## src/rtl/axi_riscv_lrsc_rsv_table.sv

```systemverilog
// LR/SC reservation table for the RISC-V atomics adapter.
// Holds up to NUM_RSV reservations (one per AXI ID) at 2^GRANULE_LOG2-byte granularity, with
// optional timeout expiry. The adapter registers LR reads, queries SC outcomes and snoops every
// plain write. This block does not handle the AXI channels.
//
// Ports:
//   clk_i, rst_i               clock, synchronous active-high reset
//   lr_valid_i/lr_ready_o      LR registration handshake (lr_id_i, lr_addr_i)
//   sc_valid_i/sc_ready_o      SC query handshake (sc_id_i, sc_addr_i)
//   sc_rsp_valid_o/_ready_i    registered SC result, sc_rsp_ok_o = 1 means the SC may write
//   wr_valid_i                 plain write snoop over [wr_first_addr_i, wr_last_addr_i]
//   rsv_count_o                number of occupied slots (registered)
//   evict_o                    one-cycle pulse when an LR displaced a live reservation
module axi_riscv_lrsc_rsv_table #(
  parameter int unsigned               AXI_ADDR_WIDTH = 64,
  parameter int unsigned               AXI_ID_WIDTH   = 4,
  parameter int unsigned               NUM_RSV        = 4,
  parameter int unsigned               GRANULE_LOG2   = 3,
  parameter int unsigned               TIMEOUT_CYCLES = 0,
  parameter logic [AXI_ADDR_WIDTH-1:0] ADDR_BEGIN     = '0,
  parameter logic [AXI_ADDR_WIDTH-1:0] ADDR_END       = '1,
  localparam int unsigned              CntWidth       = $clog2(NUM_RSV + 1)
) (
  input  logic                      clk_i,
  input  logic                      rst_i,
  input  logic                      lr_valid_i,
  output logic                      lr_ready_o,
  input  logic [AXI_ID_WIDTH-1:0]   lr_id_i,
  input  logic [AXI_ADDR_WIDTH-1:0] lr_addr_i,
  input  logic                      sc_valid_i,
  output logic                      sc_ready_o,
  input  logic [AXI_ID_WIDTH-1:0]   sc_id_i,
  input  logic [AXI_ADDR_WIDTH-1:0] sc_addr_i,
  output logic                      sc_rsp_valid_o,
  input  logic                      sc_rsp_ready_i,
  output logic                      sc_rsp_ok_o,
  input  logic                      wr_valid_i,
  input  logic [AXI_ADDR_WIDTH-1:0] wr_first_addr_i,
  input  logic [AXI_ADDR_WIDTH-1:0] wr_last_addr_i,
  output logic [CntWidth-1:0]       rsv_count_o,
  output logic                      evict_o
);

  localparam int unsigned GranW = AXI_ADDR_WIDTH - GRANULE_LOG2;
  localparam int unsigned IdxW  = (NUM_RSV > 1) ? $clog2(NUM_RSV) : 1;
  localparam int unsigned TmoW  = (TIMEOUT_CYCLES > 0) ? $clog2(TIMEOUT_CYCLES + 1) : 1;

  logic [NUM_RSV-1:0]      valid_q, valid_d;
  logic [AXI_ID_WIDTH-1:0] id_q   [NUM_RSV];
  logic [AXI_ID_WIDTH-1:0] id_d   [NUM_RSV];
  logic [GranW-1:0]        gran_q [NUM_RSV];
  logic [GranW-1:0]        gran_d [NUM_RSV];
  logic [TmoW-1:0]         tmo_q  [NUM_RSV];
  logic [TmoW-1:0]         tmo_d  [NUM_RSV];
  logic [IdxW-1:0]         rr_q, rr_d;
  logic                    rsp_valid_q, rsp_valid_d;
  logic                    rsp_ok_q, rsp_ok_d;
  logic                    evict_q, evict_d;
  logic [CntWidth-1:0]     count_q, count_d;

  logic [AXI_ADDR_WIDTH-1:0] addr_begin, addr_end;
  logic [GranW-1:0]          lr_gran, sc_gran, wr_first_gran, wr_last_gran;
  logic                      lr_hs, sc_hs, lr_in_range, sc_in_range, wr_active;
  logic                      sc_ok, lr_found;
  logic [IdxW-1:0]           lr_idx;

  function automatic logic in_range(input logic [AXI_ADDR_WIDTH-1:0] a,
                                    input logic [AXI_ADDR_WIDTH-1:0] lo,
                                    input logic [AXI_ADDR_WIDTH-1:0] hi);
    return (a >= lo) && (a <= hi);
  endfunction

  assign addr_begin    = ADDR_BEGIN;
  assign addr_end      = ADDR_END;
  assign lr_gran       = lr_addr_i[AXI_ADDR_WIDTH-1:GRANULE_LOG2];
  assign sc_gran       = sc_addr_i[AXI_ADDR_WIDTH-1:GRANULE_LOG2];
  assign wr_first_gran = wr_first_addr_i[AXI_ADDR_WIDTH-1:GRANULE_LOG2];
  assign wr_last_gran  = wr_last_addr_i[AXI_ADDR_WIDTH-1:GRANULE_LOG2];
  assign lr_in_range   = in_range(lr_addr_i, addr_begin, addr_end);
  assign sc_in_range   = in_range(sc_addr_i, addr_begin, addr_end);
  assign wr_active     = wr_valid_i && (wr_last_addr_i >= wr_first_addr_i);

  assign lr_ready_o     = !rst_i;
  assign sc_ready_o     = !rsp_valid_q || sc_rsp_ready_i;
  assign lr_hs          = lr_valid_i && lr_ready_o;
  assign sc_hs          = sc_valid_i && sc_ready_o;
  assign sc_rsp_valid_o = rsp_valid_q;
  assign sc_rsp_ok_o    = rsp_ok_q;
  assign rsv_count_o    = count_q;
  assign evict_o        = evict_q;

  always_comb begin
    valid_d     = valid_q;
    id_d        = id_q;
    gran_d      = gran_q;
    tmo_d       = tmo_q;
    rr_d        = rr_q;
    evict_d     = 1'b0;
    sc_ok       = 1'b0;
    lr_found    = 1'b0;
    lr_idx      = '0;
    rsp_valid_d = rsp_valid_q;
    rsp_ok_d    = rsp_ok_q;
    count_d     = '0;

    // SC outcome from pre-edge state. A counter at 1 expires on this edge, so it no longer counts.
    for (int i = 0; i < int'(NUM_RSV); i++) begin
      if (valid_q[i] && id_q[i] == sc_id_i && gran_q[i] == sc_gran &&
          (TIMEOUT_CYCLES == 0 || tmo_q[i] != TmoW'(1))) begin
        sc_ok = sc_in_range;
      end
    end

    // Invalidations: expiry, SC, snoop; all judged on pre-edge state.
    for (int i = 0; i < int'(NUM_RSV); i++) begin
      if (TIMEOUT_CYCLES > 0 && valid_q[i]) begin
        tmo_d[i] = tmo_q[i] - TmoW'(1);
        if (tmo_q[i] == TmoW'(1)) valid_d[i] = 1'b0;
      end
      if (sc_hs && (id_q[i] == sc_id_i || (sc_ok && gran_q[i] == sc_gran))) valid_d[i] = 1'b0;
      if (wr_active && gran_q[i] >= wr_first_gran && gran_q[i] <= wr_last_gran) valid_d[i] = 1'b0;
    end

    // LR install last so it wins over any same-cycle invalidation of its own slot.
    if (lr_hs && lr_in_range) begin
      for (int i = int'(NUM_RSV) - 1; i >= 0; i--) begin
        if (valid_d[i] && id_q[i] == lr_id_i) begin
          lr_found = 1'b1;
          lr_idx   = IdxW'(i);
        end
      end
      if (!lr_found) begin
        for (int i = int'(NUM_RSV) - 1; i >= 0; i--) begin
          if (!valid_d[i]) begin
            lr_found = 1'b1;
            lr_idx   = IdxW'(i);
          end
        end
      end
      if (!lr_found) begin
        lr_idx  = rr_q;
        evict_d = 1'b1;
        rr_d    = (rr_q == IdxW'(NUM_RSV - 1)) ? '0 : rr_q + 1'b1;
      end
      valid_d[lr_idx] = 1'b1;
      id_d[lr_idx]    = lr_id_i;
      gran_d[lr_idx]  = lr_gran;
      tmo_d[lr_idx]   = TmoW'(TIMEOUT_CYCLES);
    end

    if (sc_hs) begin
      rsp_valid_d = 1'b1;
      rsp_ok_d    = sc_ok;
    end else if (sc_rsp_ready_i) begin
      rsp_valid_d = 1'b0;
    end

    for (int i = 0; i < int'(NUM_RSV); i++) begin
      count_d = count_d + CntWidth'(valid_d[i]);
    end
  end

  always_ff @(posedge clk_i) begin
    if (rst_i) begin
      valid_q     <= '0;
      rr_q        <= '0;
      rsp_valid_q <= 1'b0;
      rsp_ok_q    <= 1'b0;
      evict_q     <= 1'b0;
      count_q     <= '0;
      for (int i = 0; i < int'(NUM_RSV); i++) begin
        id_q[i]   <= '0;
        gran_q[i] <= '0;
        tmo_q[i]  <= '0;
      end
    end else begin
      valid_q     <= valid_d;
      rr_q        <= rr_d;
      rsp_valid_q <= rsp_valid_d;
      rsp_ok_q    <= rsp_ok_d;
      evict_q     <= evict_d;
      count_q     <= count_d;
      for (int i = 0; i < int'(NUM_RSV); i++) begin
        id_q[i]   <= id_d[i];
        gran_q[i] <= gran_d[i];
        tmo_q[i]  <= tmo_d[i];
      end
    end
  end

endmodule

```

## config.mk

```make
export PLATFORM = sky130hd
export DESIGN_NAME = axi_riscv_lrsc_rsv_table
export DESIGN_NICKNAME = d
export VERILOG_FILES = /design/src/rtl/axi_riscv_lrsc_rsv_table.sv
export SDC_FILE = /design/constraint.sdc
export NUM_CORES = 2
export LEC_CHECK = 0
export CORE_ASPECT_RATIO = 0.6
export CORE_UTILIZATION = 59
export DETAILED_ROUTE_END_ITERATION = 8
export PLACE_DENSITY = 0.83
export RECOVER_POWER = 100
export SKIP_CTS_REPAIR_TIMING = 1
export SYNTH_ARGS = -nofsm -noshare
export SYNTH_HDL_FRONTEND = slang
export SYNTH_SLANG_ARGS = --single-unit
export TNS_END_PERCENT = 5
```

## constraint.sdc

```tcl
create_clock -name clk_i -period 6.4 [get_ports clk_i]
set_input_delay 0.96 -clock clk_i [delete_from_list [all_inputs] [get_ports clk_i]]
set_output_delay 0.96 -clock clk_i [all_outputs]
set_load 0.005 [all_outputs]
```

Word level (Yosys, flattened, before mapping)
Index checks and enable logic that the tools add are counted.
{"block": "classes", "add_sub_neg": 4, "mul": 0, "div_mod_pow": 0, "order_cmp": 17, "n_eq_ne": 13, "shifts": 0, "muxes": 47, "bitwise": 4, "reduce_logical": 46}
{"op": "244-bit bitwise mux", "n": 1}
{"op": "61-bit equality test", "n": 4}
{"op": "61-bit >= comparator", "n": 4}
{"op": "61-bit less-or-equal comparator", "n": 4}
{"op": "64-bit by 1-bit >= comparator with 1-bit output, second input constant", "n": 2}
{"op": "64-bit less-or-equal comparator, second input constant", "n": 2}
{"op": "61-bit demux with 2-bit select", "n": 1}
{"op": "64-bit >= comparator", "n": 1}
{"op": "61-bit two-way mux", "n": 1}
{"op": "1-bit logical AND", "n": 36}
{"op": "4-bit equality test", "n": 8}
{"op": "1-bit two-way mux", "n": 27}
{"op": "2-bit two-way mux", "n": 12}
{"op": "16-bit bitwise mux", "n": 1}
{"op": "4-bit demux with 2-bit select", "n": 1}
{"op": "4-bit two-way mux", "n": 2}
{"op": "1-bit logical OR", "n": 5}
{"op": "4-bit bitwise OR", "n": 1}
{"op": "2-bit by 1-bit adder with 3-bit output", "n": 1}
{"op": "3-bit by 1-bit adder with 3-bit output", "n": 1}
{"op": "3-bit >= comparator, second input constant", "n": 1}
{"op": "2-bit by 3-bit < comparator with 1-bit output, second input constant", "n": 1}
{"op": "3-bit by 1-bit < comparator with 1-bit output, second input constant", "n": 1}
{"op": "2-bit inverter with 3-bit output", "n": 1}
{"op": "other kinds (10)", "n": 12}
{"block": "word_totals", "regBits": 272, "latchBits": 0, "ram_bits": 0, "mem_bits_ro": 0, "input_bits": 270, "output_inout_bits": 8, "word_cells": 145, "mem_count": 0}

Longest topological paths before layout
{"block": "logic_depth", "word_depth": 33, "ltp_mapped": 20, "depth_no_buf": 18}

Worst setup path after synthesis
OpenSTA, ideal clock, no wires.
{"block": "synth_timing", "kind": "in2reg", "start": "in wr_first_addr_i[63]", "end": "reg count_q[1] (netlist: rsv_count_o[1])", "setup_ns": 0.128, "arrival_ns": 5.484, "t_required_ns": 6.272, "setup_slack_ns": 0.788, "cell_stages": 18, "path_buffers": 2, "path_cell_list": "inv_1 > ha_1 > nand4_1 > or3_1 > or3_1 > or4_1 > a221o_1 > nor3b_1 > or3_4 > o311a_1 > nand3_1 > buf_4 > buf_2 > nand2_1 > fa_1 > ha_1 > ha_1 > nor2b_1"}
{"block": "synth_between", "word_cells_on_any_way": 54, "classes_between": "3 x add/sub; 7 x order compare; 29 x mux; 1 x bitwise; 14 x reduce/logical"}
{"element": "from (decl)", "line": "38", "text": "input logic [AXI_ADDR_WIDTH-1:0] wr_first_addr_i,"}
{"element": "64-bit >= comparator", "line": "81", "text": "assign wr_active = wr_valid_i && (wr_last_addr_i >= wr_first_addr_i);"}
{"element": "1-bit logical AND", "line": "81"}
{"element": "1-bit logical AND (2 in series)", "line": "121", "text": "if (wr_active && gran_q[i] >= wr_first_gran && gran_q[i] <= wr_last_gran) valid_d[i] = 1'b0;"}
{"element": "1-bit two-way mux", "line": "121"}
{"element": "1-bit logical AND", "line": "127", "text": "if (valid_d[i] && id_q[i] == lr_id_i) begin"}
{"element": "2-bit two-way mux (4 in series)", "line": "127"}
{"element": "2-bit two-way mux (4 in series)", "line": "134", "text": "if (!valid_d[i]) begin"}
{"element": "2-bit two-way mux", "line": "132", "text": "if (!lr_found) begin"}
{"element": "[... 3 more ...]"}
{"element": "1-bit logical AND (not written as such)", "line": "145", "text": "valid_d[lr_idx] = 1'b1;"}
{"element": "1-bit two-way mux (not written as such)", "line": "145"}
{"element": "1-bit demux with 2-bit select", "line": "145"}
{"element": "4-bit bitwise OR (no source line)"}
{"element": "4-bit two-way mux (*)", "line": "125", "text": "if (lr_hs && lr_in_range) begin"}
{"element": "net valid_d[3]", "line": "48", "text": "logic [NUM_RSV-1:0] valid_q, valid_d;"}
{"element": "3-bit by 1-bit adder with 3-bit output (*)", "line": "159", "text": "count_d = count_d + CntWidth'(valid_d[i]);"}
{"element": "net count_d[1]", "line": "59", "text": "logic [CntWidth-1:0] count_q, count_d;"}
{"element": "to (signal assigned)", "line": "182", "text": "count_q <= count_d;"}
{"element": "to (decl)", "line": "59"}
Mark *: on every way through the listed nets, which the timed path passes. The rest lies on a longest branch. The select of a mux whose other input is x is not followed.
A chain may end at the register's enable or synchronous reset.

Worst setup path in the final report
{"block": "layout_timing", "start": "in wr_last_addr_i[19]", "end": "reg gran_q[15] (netlist bit)"}
{"block": "layout_between", "elab_chain_len": 23, "word_cells_on_any_way": 51, "classes_between": "7 x order compare; 29 x mux; 1 x bitwise; 14 x reduce/logical"}
{"element": "from (decl)", "line": "39", "text": "input logic [AXI_ADDR_WIDTH-1:0] wr_last_addr_i,"}
{"element": "64-bit >= comparator", "line": "81"}
{"element": "1-bit logical AND", "line": "81"}
{"element": "1-bit logical AND (2 in series)", "line": "121"}
{"element": "1-bit two-way mux", "line": "121"}
{"element": "1-bit logical AND", "line": "127"}
{"element": "2-bit two-way mux (4 in series)", "line": "127"}
{"element": "2-bit two-way mux (4 in series)", "line": "134"}
{"element": "2-bit two-way mux", "line": "132"}
{"element": "2-bit two-way mux (*)", "line": "140", "text": "if (!lr_found) begin"}
{"element": "2-bit two-way mux (*)", "line": "125"}
{"element": "2-bit inverter with 3-bit output (*)"}
{"element": "3-bit >= comparator or 3-bit by 1-bit < comparator with 1-bit output (tied branches)"}
{"element": "1-bit logical AND"}
{"element": "61-bit two-way mux (not written as such)", "line": "147", "text": "gran_d[lr_idx] = lr_gran;"}
{"element": "61-bit demux with 2-bit select (*)", "line": "147"}
{"element": "244-bit bitwise mux (*)", "line": "147"}
{"element": "to (signal, indexed assignment)", "line": "185", "text": "gran_q[i] <= gran_d[i];"}
{"element": "to (decl)", "line": "51", "text": "logic [GranW-1:0] gran_q [NUM_RSV];"}
Every way passes the cells marked *; elsewhere a longest branch is shown, timed or not. The select of a mux whose other input is x is not followed.

==> qor.txt <==
CELLS AND AREA
-----------------------------------------------------------------------------------------
Area growth from synthesis to final layout .................................        21.1%
Layout net count ...........................................................        4,146
Most frequent cells in the layout .......................................... ha_1, nand2_1, dfxtp_1, clkdlybuf4s50_1, inv_1
Flip-flop and latch area ...................................................  0.00545 mm2
Fill cell instance count of the final layout ...............................        3,165
Ratio of cells with drive above 1 in the final layout ......................       0.0850
Area of combinational cells with multiple inputs ...........................   0.0189 mm2
Commonest non-fill, non-tap cell in the layout .............................         ha_1

POWER AND IR DROP
-----------------------------------------------------------------------------------------
Net switching power ........................................................      1720 uW
Power share of the clock group .............................................        0.367
Post-layout total power ....................................................      5040 uW
Sequential cell fraction of total power ....................................        0.370
Cell area power density ....................................................   163 mW/mm2
Worst-case vdd ir drop .....................................................       211 uV
Switching share of power ...................................................        0.342
Internal power component ...................................................      3320 uW
Leakage Power ..............................................................    0.0159 uW
Comb pwr share .............................................................        0.262

FLOORPLANNING
-----------------------------------------------------------------------------------------
# IOs ......................................................................          278
Effective utilization at floorplan .........................................        0.604
Width of the die ...........................................................       271 um
Die ar. ....................................................................   0.0442 mm2
Die height .................................................................       163 um
Row count ..................................................................           58
Core area ..................................................................   0.0423 mm2

STA
-----------------------------------------------------------------------------------------
Final Skew .................................................................      30.8 ps
Relative slew margins ......................................................       -0.350
Unrepaired setup endpoints after global routing ............................        false
Crit path time final .......................................................      6400 ps
Worst-Margin Slew ..........................................................      2010 ps
Worst setup margin .........................................................      4.47 ps
Number of setup violations in the final report .............................            0
Hold Violations, Final .....................................................            0
Final worst-path cycle share ...............................................        0.999
WHS ........................................................................       489 ps
Maximum clock frequency ....................................................    0.156 GHz
Pins Over Slew Limit .......................................................           54

WORST SETUP PATH
-----------------------------------------------------------------------------------------
Largest driver fanout on the critical path .................................           65
Classification of the worst setup path .....................................    in -> reg
Kind of end point of the critical path .....................................         flop
Worst path arrival time ....................................................      6920 ps
Req. time, crit path .......................................................      6930 ps
CP startpoint kind ......................................................... primary input

LOGIC SYNTHESIS
-----------------------------------------------------------------------------------------
Average footprint of a synthesized cell ....................................     8.72 um2
Post-synth design cell area ................................................   0.0256 mm2
Largest area contributor in the synthesized netlist ........................         ha_1
Number of warnings reported in the yosys synthesis log .....................            0
Synthesized instance count .................................................        2,931
Proportion of register bits with asynchronous set or reset after synthesis .            0
Area fraction of the dominant cell type after synthesis ....................        0.272
Yosys reg bits .............................................................          272
Largest cells by area after synthesis ...................................... ha_1, dfxtp_1, mux2i_1
Count of different cell masters after synthesis ............................           68
Seq/Total Area, Yosys ......................................................        0.213
Most frequently used flop master after synthesis ...........................      dfxtp_1
Post-synth EDFFs ...........................................................            0
Post-Syn Nets ..............................................................        3,757

ROUTE
-----------------------------------------------------------------------------------------
Number of DRC violations after detailed routing ............................            0
Aggregate routed wire length ...............................................   114,000 um
Number of optimization iterations in the first detailed-route pass .........            6
Vias after detailed routing ................................................       26,885
Number of violations reported at the end of detailed-routing iteration 0 ...        4,183
Average vias per placed instance ...........................................         6.85
Number of nets with antenna violations after detailed routing ..............            0
Post-detailed-route wirelength per cell ....................................      29.0 um

CLOCK TREE
-----------------------------------------------------------------------------------------
TritonCTS Buffers ..........................................................           29
Clock transition at path regs ..............................................        60 ps
Clock insertion delay at the later pin of the skew report ..................       620 ps
Total number of H-tree levels ..............................................            1
Number of clock sinks seen by CTS ..........................................          272
CTS Root Buffer Type .......................................................    clkbuf_16
TritonCTS clock tree .......................................................          yes
Max Root-Sink Buffers ......................................................            3

GLOBAL ROUTE
-----------------------------------------------------------------------------------------
Pin count of the biggest net entering global routing .......................          210
Antenna violations before repair ...........................................           16
Overall global routing resource usage ......................................        0.501
Wire length of the first global-routing pass ...............................   164,000 um
Overflow left after global routing .........................................            0
Via count of the first global-routing pass .................................       25,534

RUN STATUS
-----------------------------------------------------------------------------------------
Status ..................................................................... complete, but fails checks
Violations in the final reports ............................................ capacitance limit, slew limit

WORST HOLD PATH
-----------------------------------------------------------------------------------------
Classification of the worst-slack hold path ................................   reg -> reg

PLACE
-----------------------------------------------------------------------------------------
Buffers added on ports .....................................................          271
Setup slack after placement ................................................      -230 ps
Final weighted congestion in routability-driven placement ..................         1.15
DP Wirelength ..............................................................    92,100 um

RUN
-----------------------------------------------------------------------------------------
Max-Cap Viols ..............................................................            1

per-layer routing:
metal / up-vias / part of all wire / GRT usage
met2: 2143 / 0.38 / 0.691
met5: - / 0 / 0.00110
met3: 424 / 0.17 / 0.212
met1: 12717 / 0.40 / 0.673
met4: 0 / 0.052 / 0.213
li1: 11601 / - / -
flip-flops by register name, summed over array words and instances, names as in the netlist:
name	flops
sc_rsp_valid_o	1
gran_q	244
evict_o	1
rr_q	2
valid_q	4
rsv_count_o	3
id_q	16
sc_rsp_ok_o	1
through the flow:
step	cell area, um2	instances	util	TNS [ps]
final	31000	3926	0.732	0
after global placement	30000	3859	0.709	-54.6
after detailed placement	30000	3859	0.709	-7450
after global routing	30900	3919	0.731	0
after floorplan	25600	2931	-	0
after CTS	31000	3912	0.733	0
cell families (layout without fill, tap and decap cells):
kind of cell,after synthesis,in the layout,synth area share
AOI/OAI and AO/OA,543,543,0.139
muxes,196,196,0.0768
xor gates and xnor gates,276,276,0.0946
and+or+nand+nor,795,795,0.156
DFF,272,272,0.213
other,0,14,0
adders and majority gates,556,556,0.273
buffers and inverters,293,704,0.0472
cells in the mapped netlist, drive strengths merged, types with 4 or more instances:
| library cell | instances |
|---|---|
| a211oi | 29 |
| a21boi | 6 |
| a21o | 80 |
| a21oi | 192 |
| a221o | 5 |
| a221oi | 12 |
| a31o | 66 |
| a31oi | 4 |
| and2 | 5 |
| and3 | 8 |
| and4 | 17 |
| buf | 33 |
| clkbuf | 49 |
| dfxtp | 272 |
| ha | 555 |
| inv | 211 |
| mux2i | 196 |
| nand2 | 313 |
| nand2b | 10 |
| nand3 | 55 |
| nand4 | 126 |
| nor2 | 65 |
| nor2b | 21 |
| nor3 | 30 |
| nor4 | 122 |
| o211a | 4 |
| o211ai | 14 |
| o21a | 8 |
| o21ai | 80 |
| o221ai | 4 |
| o31ai | 7 |
| or2 | 4 |
| or3 | 7 |
| or4 | 5 |
| xnor2 | 134 |
| xor2 | 142 |
layout make-up:
cell class | instances | share of cell area
clock buffers | 35 | 0.0248
multi-input cells | 2366 | 0.612
well taps | 570 | 0.0230
flip-flops and latches | 272 | 0.176
repair buffers | 440 | 0.130
diodes | 14 | 0.00113
clock inverters | 18 | 0.00720
inverters | 211 | 0.0256
path summary, 6_finish.rpt:
| path | start | to | slack [ps] | cells after the start |
|---|---|---|---|---|
| worst max register to register | gran_q[16]$_SDFFE_PP0P_ | gran_q[15]$_SDFFE_PP0P_ | 580 | 17 |
| worst min-delay path | sc_rsp_ok_o$_SDFFE_PP0P_ | sc_rsp_ok_o$_SDFFE_PP0P_ | 490 | 2 |
| worst min register to register | sc_rsp_ok_o$_SDFFE_PP0P_ | sc_rsp_ok_o$_SDFFE_PP0P_ | 490 | 2 |
| worst max-delay path | wr_last_addr_i[19] | gran_q[15]$_SDFFE_PP0P_ | 4 | 19 |
power groups by stage:
| stage | clock (uW) | sequential (uW) | combinational [uW] |
|---|---|---|---|
| final | 1850 | 1870 | 1320 |
| after CTS | 1830 | 1850 | 1260 |
| after global placement | 0 | 1890 | 1190 |
| after global routing | 1900 | 1860 | 1390 |
| after floorplan | 0 | 1840 | 653 |
| after detailed placement | 0 | 1890 | 1250 |
worst max-delay path: stages:
cell	delay, ps
clkdlybuf4s50_1	490
inv_1	110
ha_1	330
a21oi_1	170
o21ai_0	210
a221oi_1	510
buf_4	220
o211ai_1	100
clkbuf_1	160
a221oi_1	530
o211ai_1	180
a211oi_1	430
buf_12	170
nor3_1	90
or3_4	430
o311a_1	400
nand3_1	120
clkbuf_4	960
a31o_2	300
Power figures use the tool's default switching activity.
